File: config.mk
export PLATFORM = sky130hd
export DESIGN_NAME = cursor_controller
export DESIGN_NICKNAME = d
export VERILOG_FILES = /design/src/rtl/cursor_controller_pkg.sv /design/src/rtl/cursor_controller_key_repeat.sv /design/src/rtl/cursor_controller.sv
export SDC_FILE = /design/constraint.sdc
export NUM_CORES = 1
export LEC_CHECK = 0
export CORE_AREA = 4 4 41 43
export CTS_CLUSTER_SIZE = 8
export DETAILED_ROUTE_END_ITERATION = 8
export DIE_AREA = 0 0 45 47
export DONT_BUFFER_PORTS = 1
export GPL_ROUTABILITY_DRIVEN = 0
export HOLD_SLACK_MARGIN = 0.1
export PLACE_DENSITY = 0.69
export SLEW_MARGIN = 15
export SYNTH_ARGS = -nofsm -noshare
export SYNTH_HDL_FRONTEND = slang
export SYNTH_HIERARCHICAL = 1
export SYNTH_SLANG_ARGS = --single-unit
File: constraint.sdc
create_clock -name clk -period 2.6 [get_ports clk]
set_input_delay 0.39 -clock clk [delete_from_list [all_inputs] [get_ports clk]]
set_output_delay 0.39 -clock clk [all_outputs]
set_load 0.01 [all_outputs]
File: src/rtl/cursor_controller_pkg.sv
// Shared definitions for the cursor controller block.
// Holds the direction encodings, the default grid dimensions, the key-repeat
// FSM state encodings and the fixed-priority direction picker.
// Optional feature macro used by this block: CURSOR_AUTOREPEAT_EN.
package cursor_controller_pkg;

  // Direction encodings. The same value indexes the {left,down,right,up}
  // level vector, so bit DIR_x of that vector belongs to direction DIR_x.
  localparam logic [1:0] DIR_UP    = 2'd0;
  localparam logic [1:0] DIR_RIGHT = 2'd1;
  localparam logic [1:0] DIR_DOWN  = 2'd2;
  localparam logic [1:0] DIR_LEFT  = 2'd3;

  // Default tile grid dimensions.
  localparam int DEF_COLS = 8;
  localparam int DEF_ROWS = 8;

  // Key-repeat FSM states.
  typedef enum logic [1:0] {
    ST_IDLE   = 2'd0,
    ST_DELAY  = 2'd1,
    ST_REPEAT = 2'd2
  } rep_state_t;

  // Fixed priority among simultaneous rises: up > right > down > left.
  function automatic logic [1:0] pick_dir(input logic [3:0] rise);
    logic [1:0] dir;
    if (rise[DIR_UP]) begin
      dir = DIR_UP;
    end else if (rise[DIR_RIGHT]) begin
      dir = DIR_RIGHT;
    end else if (rise[DIR_DOWN]) begin
      dir = DIR_DOWN;
    end else begin
      dir = DIR_LEFT;
    end
    return dir;
  endfunction

endpackage

File: src/rtl/cursor_controller_key_repeat.sv
// key_repeat: edge detection, press arbitration and auto-repeat timing.
// Ports:
//   clk, rst        - clock, synchronous active-high reset
//   level[3:0]      - debounced key levels, indexed by direction encoding
//   step            - combinational one-cycle move request
//   step_dir        - direction of the requested move
// With CURSOR_AUTOREPEAT_EN defined, a held key repeats after REPEAT_DELAY
// cycles and then every REPEAT_RATE cycles; otherwise only rises move.
module key_repeat
  import cursor_controller_pkg::*;
#(
  parameter int REPEAT_DELAY = 25000000,
  parameter int REPEAT_RATE  = 5000000
) (
  input  logic       clk,
  input  logic       rst,
  input  logic [3:0] level,
  output logic       step,
  output logic [1:0] step_dir
);

  logic [3:0] prev_r;
  logic [3:0] rise_s;

  // Previous-sample register; loads the live levels during reset so a key
  // held through reset is not seen as a new press.
  always_ff @(posedge clk) begin
    prev_r <= level;
  end

  assign rise_s = level & ~prev_r;

`ifdef CURSOR_AUTOREPEAT_EN
  localparam int CNT_MAX = (REPEAT_DELAY > REPEAT_RATE) ? REPEAT_DELAY : REPEAT_RATE;
  localparam int CNT_W   = $clog2(CNT_MAX);
  localparam logic [CNT_W-1:0] DLY_LAST  = CNT_W'(REPEAT_DELAY - 1);
  localparam logic [CNT_W-1:0] RATE_LAST = CNT_W'(REPEAT_RATE - 1);
  localparam logic [CNT_W-1:0] CNT_ZERO  = CNT_W'(0);
  localparam logic [CNT_W-1:0] CNT_ONE   = CNT_W'(1);

  rep_state_t       state_r, nx_state_s;
  logic [CNT_W-1:0] cnt_r, nx_cnt_s;
  logic [1:0]       active_r, nx_active_s;
  logic [3:0]       rise_other_s;
  logic [CNT_W-1:0] last_s;

  // Rises on any direction other than the one being repeated can preempt.
  assign rise_other_s = rise_s & ~(4'b0001 << active_r);

  // FSM state, repeat counter and active-direction registers.
  always_ff @(posedge clk) begin
    if (rst) begin
      state_r  <= ST_IDLE;
      cnt_r    <= CNT_ZERO;
      active_r <= DIR_UP;
    end else begin
      state_r  <= nx_state_s;
      cnt_r    <= nx_cnt_s;
      active_r <= nx_active_s;
    end
  end

  // Next-state and step decode; preemption outranks release and expiry.
  always_comb begin
    nx_state_s  = state_r;
    nx_cnt_s    = cnt_r;
    nx_active_s = active_r;
    step        = 1'b0;
    step_dir    = active_r;
    last_s      = (state_r == ST_DELAY) ? DLY_LAST : RATE_LAST;
    case (state_r)
      ST_IDLE: begin
        if (|rise_s) begin
          step        = 1'b1;
          step_dir    = pick_dir(rise_s);
          nx_active_s = pick_dir(rise_s);
          nx_cnt_s    = CNT_ZERO;
          nx_state_s  = ST_DELAY;
        end else begin
          nx_cnt_s    = CNT_ZERO;
        end
      end
      ST_DELAY, ST_REPEAT: begin
        if (|rise_other_s) begin
          step        = 1'b1;
          step_dir    = pick_dir(rise_other_s);
          nx_active_s = pick_dir(rise_other_s);
          nx_cnt_s    = CNT_ZERO;
          nx_state_s  = ST_DELAY;
        end else if (!level[active_r]) begin
          nx_cnt_s    = CNT_ZERO;
          nx_state_s  = ST_IDLE;
        end else if (cnt_r == last_s) begin
          step        = 1'b1;
          nx_cnt_s    = CNT_ZERO;
          nx_state_s  = ST_REPEAT;
        end else begin
          nx_cnt_s    = cnt_r + CNT_ONE;
        end
      end
      default: begin
        nx_cnt_s   = CNT_ZERO;
        nx_state_s = ST_IDLE;
      end
    endcase
  end
`else
  // Timing parameters have no effect without auto-repeat.
  logic [31:0] cfg_unused_s;
  assign cfg_unused_s = REPEAT_DELAY ^ REPEAT_RATE;

  // Without auto-repeat every rise moves once, with the same priority.
  always_comb begin
    step     = |rise_s;
    step_dir = pick_dir(rise_s);
  end
`endif

endmodule

File: src/rtl/cursor_controller.sv
// cursor_controller: turns debounced direction keys into a wrapping cursor
// position on a COLS x ROWS tile grid.
// Ports:
//   clk, rst              - clock, synchronous active-high reset
//   up, right, down, left - debounced key levels, 1 = pressed
//   cur_x, cur_y          - registered cursor column / row, (0,0) = top-left
//   move                  - one-cycle pulse when the cursor takes a new value
//   move_dir              - direction of the last move (00 up .. 11 left)
// Optional feature macro: CURSOR_AUTOREPEAT_EN (held-key auto-repeat).
module cursor_controller
  import cursor_controller_pkg::*;
#(
  parameter int COLS         = DEF_COLS,
  parameter int ROWS         = DEF_ROWS,
  parameter int REPEAT_DELAY = 25000000,
  parameter int REPEAT_RATE  = 5000000
) (
  input  logic                      clk,
  input  logic                      rst,
  input  logic                      up,
  input  logic                      right,
  input  logic                      down,
  input  logic                      left,
  output logic [$clog2(COLS)-1:0]   cur_x,
  output logic [$clog2(ROWS)-1:0]   cur_y,
  output logic                      move,
  output logic [1:0]                move_dir
);

  localparam int XW = $clog2(COLS);
  localparam int YW = $clog2(ROWS);
  localparam logic [XW-1:0] X_MAX  = XW'(COLS - 1);
  localparam logic [YW-1:0] Y_MAX  = YW'(ROWS - 1);
  localparam logic [XW-1:0] X_ZERO = XW'(0);
  localparam logic [YW-1:0] Y_ZERO = YW'(0);
  localparam logic [XW-1:0] X_ONE  = XW'(1);
  localparam logic [YW-1:0] Y_ONE  = YW'(1);

  logic          step_s;
  logic [1:0]    step_dir_s;
  logic [XW-1:0] nx_x_s;
  logic [YW-1:0] nx_y_s;

  key_repeat #(
    .REPEAT_DELAY (REPEAT_DELAY),
    .REPEAT_RATE  (REPEAT_RATE)
  ) u_key_repeat (
    .clk      (clk),
    .rst      (rst),
    .level    ({left, down, right, up}),
    .step     (step_s),
    .step_dir (step_dir_s)
  );

  // Wrapping single-step cursor arithmetic.
  always_comb begin
    nx_x_s = cur_x;
    nx_y_s = cur_y;
    case (step_dir_s)
      DIR_UP:    nx_y_s = (cur_y == Y_ZERO) ? Y_MAX  : cur_y - Y_ONE;
      DIR_DOWN:  nx_y_s = (cur_y == Y_MAX)  ? Y_ZERO : cur_y + Y_ONE;
      DIR_LEFT:  nx_x_s = (cur_x == X_ZERO) ? X_MAX  : cur_x - X_ONE;
      DIR_RIGHT: nx_x_s = (cur_x == X_MAX)  ? X_ZERO : cur_x + X_ONE;
      default: begin
        nx_x_s = cur_x;
        nx_y_s = cur_y;
      end
    endcase
  end

  // Output registers for position, move pulse and last direction.
  always_ff @(posedge clk) begin
    if (rst) begin
      cur_x    <= X_ZERO;
      cur_y    <= Y_ZERO;
      move     <= 1'b0;
      move_dir <= DIR_UP;
    end else begin
      move <= step_s;
      if (step_s) begin
        cur_x    <= nx_x_s;
        cur_y    <= nx_y_s;
        move_dir <= step_dir_s;
      end
    end
  end

endmodule

# == After elaboration in Yosys (flattened, before gate mapping) ==
# Index checks and enable logic that the tools add are counted.
# word_totals
reg_bits,13
input_bits,6
output_inout_bits,9
word_cells,33
# classes
addsub,4
eq_ne,5
n_mux,9
n_bitwise,2
n_reduce_logical,8
# op_table
operator,count
3-bit two-way mux,4
3-bit one-hot mux with 2 select lines,2
"3-bit by 1-bit adder with 3-bit output, second input constant",2
"3-bit equality test, second input constant",2
3-bit zero test,2
"3-bit by 1-bit subtractor with 3-bit output, second input constant",2
4-bit bitwise AND,1
"2-bit equality test, second input constant",2
2-bit two-way mux,2
4-bit NOT,1
2-bit AND reduction,2
2-bit nonzero test,2
4-bit OR reduction,1
"2-bit by 1-bit equality test with 1-bit output, second input constant",1
2-bit zero test,1
1-bit two-way mux,1

# == Longest topological paths before layout ==
# logic_depth
depth_word,8
mapped_depth,6
depth_no_buf,5

# == Cells and area by module ==
# The synthesis kept the hierarchy.
# by_module_without_submodules
module,instances,cells_per_inst,area_per_inst_um2,seq_area_each_um2
cursor_controller,1,66,574.3,180.2
key_repeat,1,12,138.9,80.1

# == Worst setup path after synthesis ==
# Ideal clock, no wire load.
# synth_path
path_type,flip-flop to flip-flop
start,register cur_y[0]
end,register cur_y[1]
setup_ns,0.092
t_arrival_ns,1.369
required_ns,2.508
slack_ns,1.138
stages_incl_launch_ff,6
path_buffers,0
synth_period_minus_slack_ns,1.462
path_cell_list,dfxtp_1 -> ha_1 -> ha_1 -> nand2b_1 -> a2111o_1 -> o32ai_1
# synth_between
elab_chain_len,3
word_cells_on_any_way,7
classes_between,add/sub: 2; eq/ne: 1; mux: 3; reduce/logical: 1
# synth_rtl
element,line,text
from (decl),cursor_controller.sv:25,"output logic [$clog2(ROWS)-1:0] cur_y,"
from (signal assigned),cursor_controller.sv:82,cur_y <= nx_y_s;
"3-bit by 1-bit adder with 3-bit output, or another cell as far along",cursor_controller.sv:61,DIR_DOWN: nx_y_s = (cur_y == Y_MAX) ? Y_ZERO : cur_y + Y_ONE;
"3-bit two-way mux, on equally long branches","cursor_controller.sv:61, cursor_controller.sv:60",
3-bit one-hot mux with 2 select lines (*),cursor_controller.sv:59,case (step_dir_s)
# Mark *: on every way between the ends. The rest lies on a longest branch, timed or not.
# A chain may end at the register's enable or synchronous reset.

# == Worst setup path after layout ==
# layout_path
start,register u_key_repeat.prev_r[1]
end,register cur_x[2]
# layout_between
elab_chain_len,7
word_cells_on_any_way,10
classes_between,eq/ne: 2; mux: 3; bitwise: 2; reduce/logical: 3
# layout_rtl
element,line,text
from (decl),cursor_controller_key_repeat.sv:22,logic [3:0] prev_r;
from (signal assigned),cursor_controller_key_repeat.sv:28,prev_r <= level;
4-bit NOT (*),cursor_controller_key_repeat.sv:31,assign rise_s = level & ~prev_r;
4-bit bitwise AND (*),cursor_controller_key_repeat.sv:31,
2-bit two-way mux (*),cursor_controller_pkg.sv:30,end else if (rise[DIR_RIGHT]) begin
2-bit two-way mux (*),cursor_controller_pkg.sv:28,if (rise[DIR_UP]) begin
via step_dir_s[1],cursor_controller.sv:40,logic [1:0] step_dir_s;
2-bit by 1-bit equality test with 1-bit output or 2-bit equality test (tied branches),cursor_controller.sv:59,
2-bit nonzero test (no source line),-,
2-bit AND reduction (no source line),-,
to (signal assigned),cursor_controller.sv:81,cur_x <= nx_x_s;
to (decl),cursor_controller.sv:24,"output logic [$clog2(COLS)-1:0] cur_x,"
# The timed path passes the listed nets; every way through them passes the cells marked *.

==> qor_table.md <==
| Quantity | Reported |
| --- | --- |
| Switch Pwr | 148 uW |
| Starting density of the core | 0.548 |
| Period minus WS final | 1.67 ns |
| Post-synthesis simple-gate area fraction | 0.268 |
| Total negative slack | 0 ns |
| Reported max-cap violation count | 0 |
| Multiplexer share of the synthesized area | 0.0281 |
| Worst hold-check path type | in2reg |
| Main area contributors after synthesis | sky130_fd_sc_hd__dfxtp_1 36%, sky130_fd_sc_hd__ha_1 14%, sky130_fd_sc_hd__nand2b_1 4.4% |
| Crit path capture type | flop |
| Worst slew pin tran | 0.714 ns |
| Hold slack final | 0.135 ns |
| Yosys cell types | 29 |
| Clk_lat worst skew | 0.27 ns |
| Clock power share | 0.260 |
| GRT Overall Usage | 0.129 |
| Count of H-tree levels built during CTS | 1 |
| Synthesized cell area | 713 um^2 |
| Placement-stage cell area | 711 um^2 |
| Run status | finished, final reports clean |
| Flip-flop and latch count after synthesis | 13 |
| Count of vias placed by the detailed router | 527 |
| Switching part of the total | 0.311 |
| Clock sinks | 13 |
| Number of CTS-inserted buffers | 3 |
| Wire length of the first global-routing pass | 1990 um |
| TritonCTS clock tree | built |
| Largest stage delay on the critical path | 0.58 ns |
| Clock Tree Buf Depth | 2 |
| Crit path buf inv count | 0 |
| Worst Path Arrival | 1.84 ns |
| Share of Yosys cell area claimed by the top area cell type | 0.365 |
| Die boundary width | 45 um |
| Area fraction in compound gates after synthesis | 0.137 |
| Core footprint | 0.00130 mm^2 |
| Largest delay share family, worst path | simple AND/OR/NAND/NOR gates |
| Post-DRT Antenna Nets | 0 |
| Type of element launching the critical path | flop |
| Required time of the critical path | 2.77 ns |
| Proportion of power drawn by combinational gates | 0.222 |
| Worst setup path category | reg2reg |
| Achievable frequency | 599 MHz |
| Final net count | 94 |
| RSZ-0062 raised after global routing | no |
| Routed len/inst | 13.1 um |
| Routed Wire Length | 1230 um |
| Vias/cell | 5.61 |
| Yosys Warn Count | 6 |
| Normalized max-slew margin | 0.523 |
| Filler Cells Inserted | 117 |
| Combinational family with the most area after synthesis | simple AND/OR/NAND/NOR gates |
| Count of mapped cells out of synthesis | 78 |
| Slowest stage cell on the critical path | sky130_fd_sc_hd__nor2b_1 |
| Relative area change from synthesis to final layout | 3.33% |
| Buffers added on ports | 0 |
| Biggest area consumer among synthesized cells | sky130_fd_sc_hd__dfxtp_1 |
| Worst ir drop on vdd | 0.000302 V |
| Async SR Flop Fraction | 0 |
| Synthesized area per cell | 9.14 um^2 |
| Final Setup Violations | 0 |
| Number of global-route vias before repair | 492 |
| Top Ports | 15 |
| Antenna cell count | 0 |
| Clock-pin slew on the worst setup and hold paths | 0.08 ns |
| Pin count of the biggest net entering global routing | 13 |
| Detailed Place HPWL | 953 um |
| Net count after synthesis | 92 |
| Design internal power | 329 uW |
| Post-CTS setup repair buffer count | 0 |
| Height of the die | 47 um |
| Post-route design area | 737 um^2 |
| Cell-by-cell trace of the critical path | nand2b_4 > nor2b_1 > a21oi_1 > a2111oi_2 |
| Die area | 0.00212 mm^2 |
| DRC marker count from the first detailed-route iteration | 6 |
| Worst clock skew on the final layout | 0.00264 ns |
| Post-Synth Adder-Cell Area | 0.140 |
| Total of hold buffers inserted after clock tree synthesis | 0 |
| Final total power | 478 uW |
| Top flip-flop cell by instance count after synthesis | sky130_fd_sc_hd__dfxtp_1 |
| DR pass1 iterations | 4 |
| Final Hold Viols | 0 |
| Row Count | 13 |
| Resized Gates After CTS | 0 |
| P_leak | 0.000324 uW |
| Count of flip-flops with a built-in enable after synthesis | 0 |
| Seq pwr share | 0.518 |
| Power per Cell Area | 648 mW/mm^2 |
| Initial antenna violation count | 0 |
| GRT Residual Overflow | 0 |
| Detailed-route DRC error count | 0 |
| Period utilization | 0.642 |
| Largest fanout of any net on the critical path | 12 |
| Ratio of cells with drive above 1 in the final layout | 0.0759 |
| Root Driver | sky130_fd_sc_hd__clkbuf_4 |
| Sequential cell area fraction in the yosys report | 0.365 |
| Share of the synthesized netlist area taken by xor and xnor gates | 0 |
| Number of max-slew violations in the final report | 0 |
-- cell usage after synthesis (all sizes together) (2+ instances only) --
master	n
dfxtp	13
a311oi	2
a21oi	5
nor2b	5
nand2b	6
nand2	5
buf	3
ha	8
mux2i	2
nor2	8
inv	6
-- per-stage QoR --
step                      utilization  setup slack, ns  instances
after floorplan                     -             1.14         78
after global placement          0.546            0.925         90
after detailed placement        0.546            0.860         90
after CTS                       0.566            0.910         94
after global routing            0.566            0.805         94
final                           0.566            0.931         94
-- layout make-up --
| type | instances | area, um^2 | share of cell area |
|---|---|---|---|
| Multi-Input combinational cell | 56 | 409 | 0.555 |
| Sequential cell | 13 | 260 | 0.353 |
| Clock buffer | 4 | 26.3 | 0.0357 |
| Inverter | 6 | 22.5 | 0.0306 |
| Tap cell | 15 | 18.8 | 0.0255 |
-- power by group through the flow --
stage / combinational (uW) / clock, uW / sequential [uW]
detailed placement: 107 / 0 / 253
CTS: 108 / 130 / 249
finish: 106 / 124 / 247
global route: 123 / 140 / 251
global placement: 103 / 0 / 253
floorplan: 97.2 / 0 / 247
-- flip-flops by register name (all words and copies together) (netlist names) --
signal,cells
cur_x,3
cur_y,3
move,1
move_dir,2
u_key_repeat/prev_r,4
-- final timing paths --
kind | slack (ns) | start | cells after the start | endpoint
min reg2reg | 0.56 | move_dir[1] | 2 | move_dir[1]
min | 0.14 | left | 0 | u_key_repeat/prev_r[3]
max reg2reg | 0.93 | u_key_repeat/prev_r[1] | 4 | cur_x[2]
max | 0.93 | u_key_repeat/prev_r[1] | 4 | cur_x[2]
-- placed cells by master, fill, tap and decap left out, types with 2 or more instances in the layout --
| cell | instances |
|---|---|
| sky130_fd_sc_hd__nor2_1 | 7 |
| sky130_fd_sc_hd__clkbuf_4 | 3 |
| sky130_fd_sc_hd__a311oi_1 | 2 |
| sky130_fd_sc_hd__nor2b_1 | 5 |
| sky130_fd_sc_hd__nand2_1 | 5 |
| sky130_fd_sc_hd__inv_1 | 6 |
| sky130_fd_sc_hd__mux2i_1 | 2 |
| sky130_fd_sc_hd__a21oi_1 | 5 |
| sky130_fd_sc_hd__dfxtp_1 | 13 |
| sky130_fd_sc_hd__ha_1 | 8 |
| sky130_fd_sc_hd__nand2b_1 | 5 |
-- per-layer routing --
metal  vias up  track usage  share of wire
li1        271            -              -
met1       237        0.159           0.48
met2        17        0.206           0.45
met3         2       0.0345          0.061
met4         0       0.0702         0.0065
met5         -            0              0
-- cell families (layout without fill, tap and decap cells) --
group,count (synthesis),in the layout
flip-flops,13,13
multiplexers,2,2
AND/OR/NAND/NOR,33,33
adder cells (fa/ha/maj),8,8
buffers and inverters,9,10
AO/OA/AOI/OAI,13,13
(Power assumes the default switching activity.)
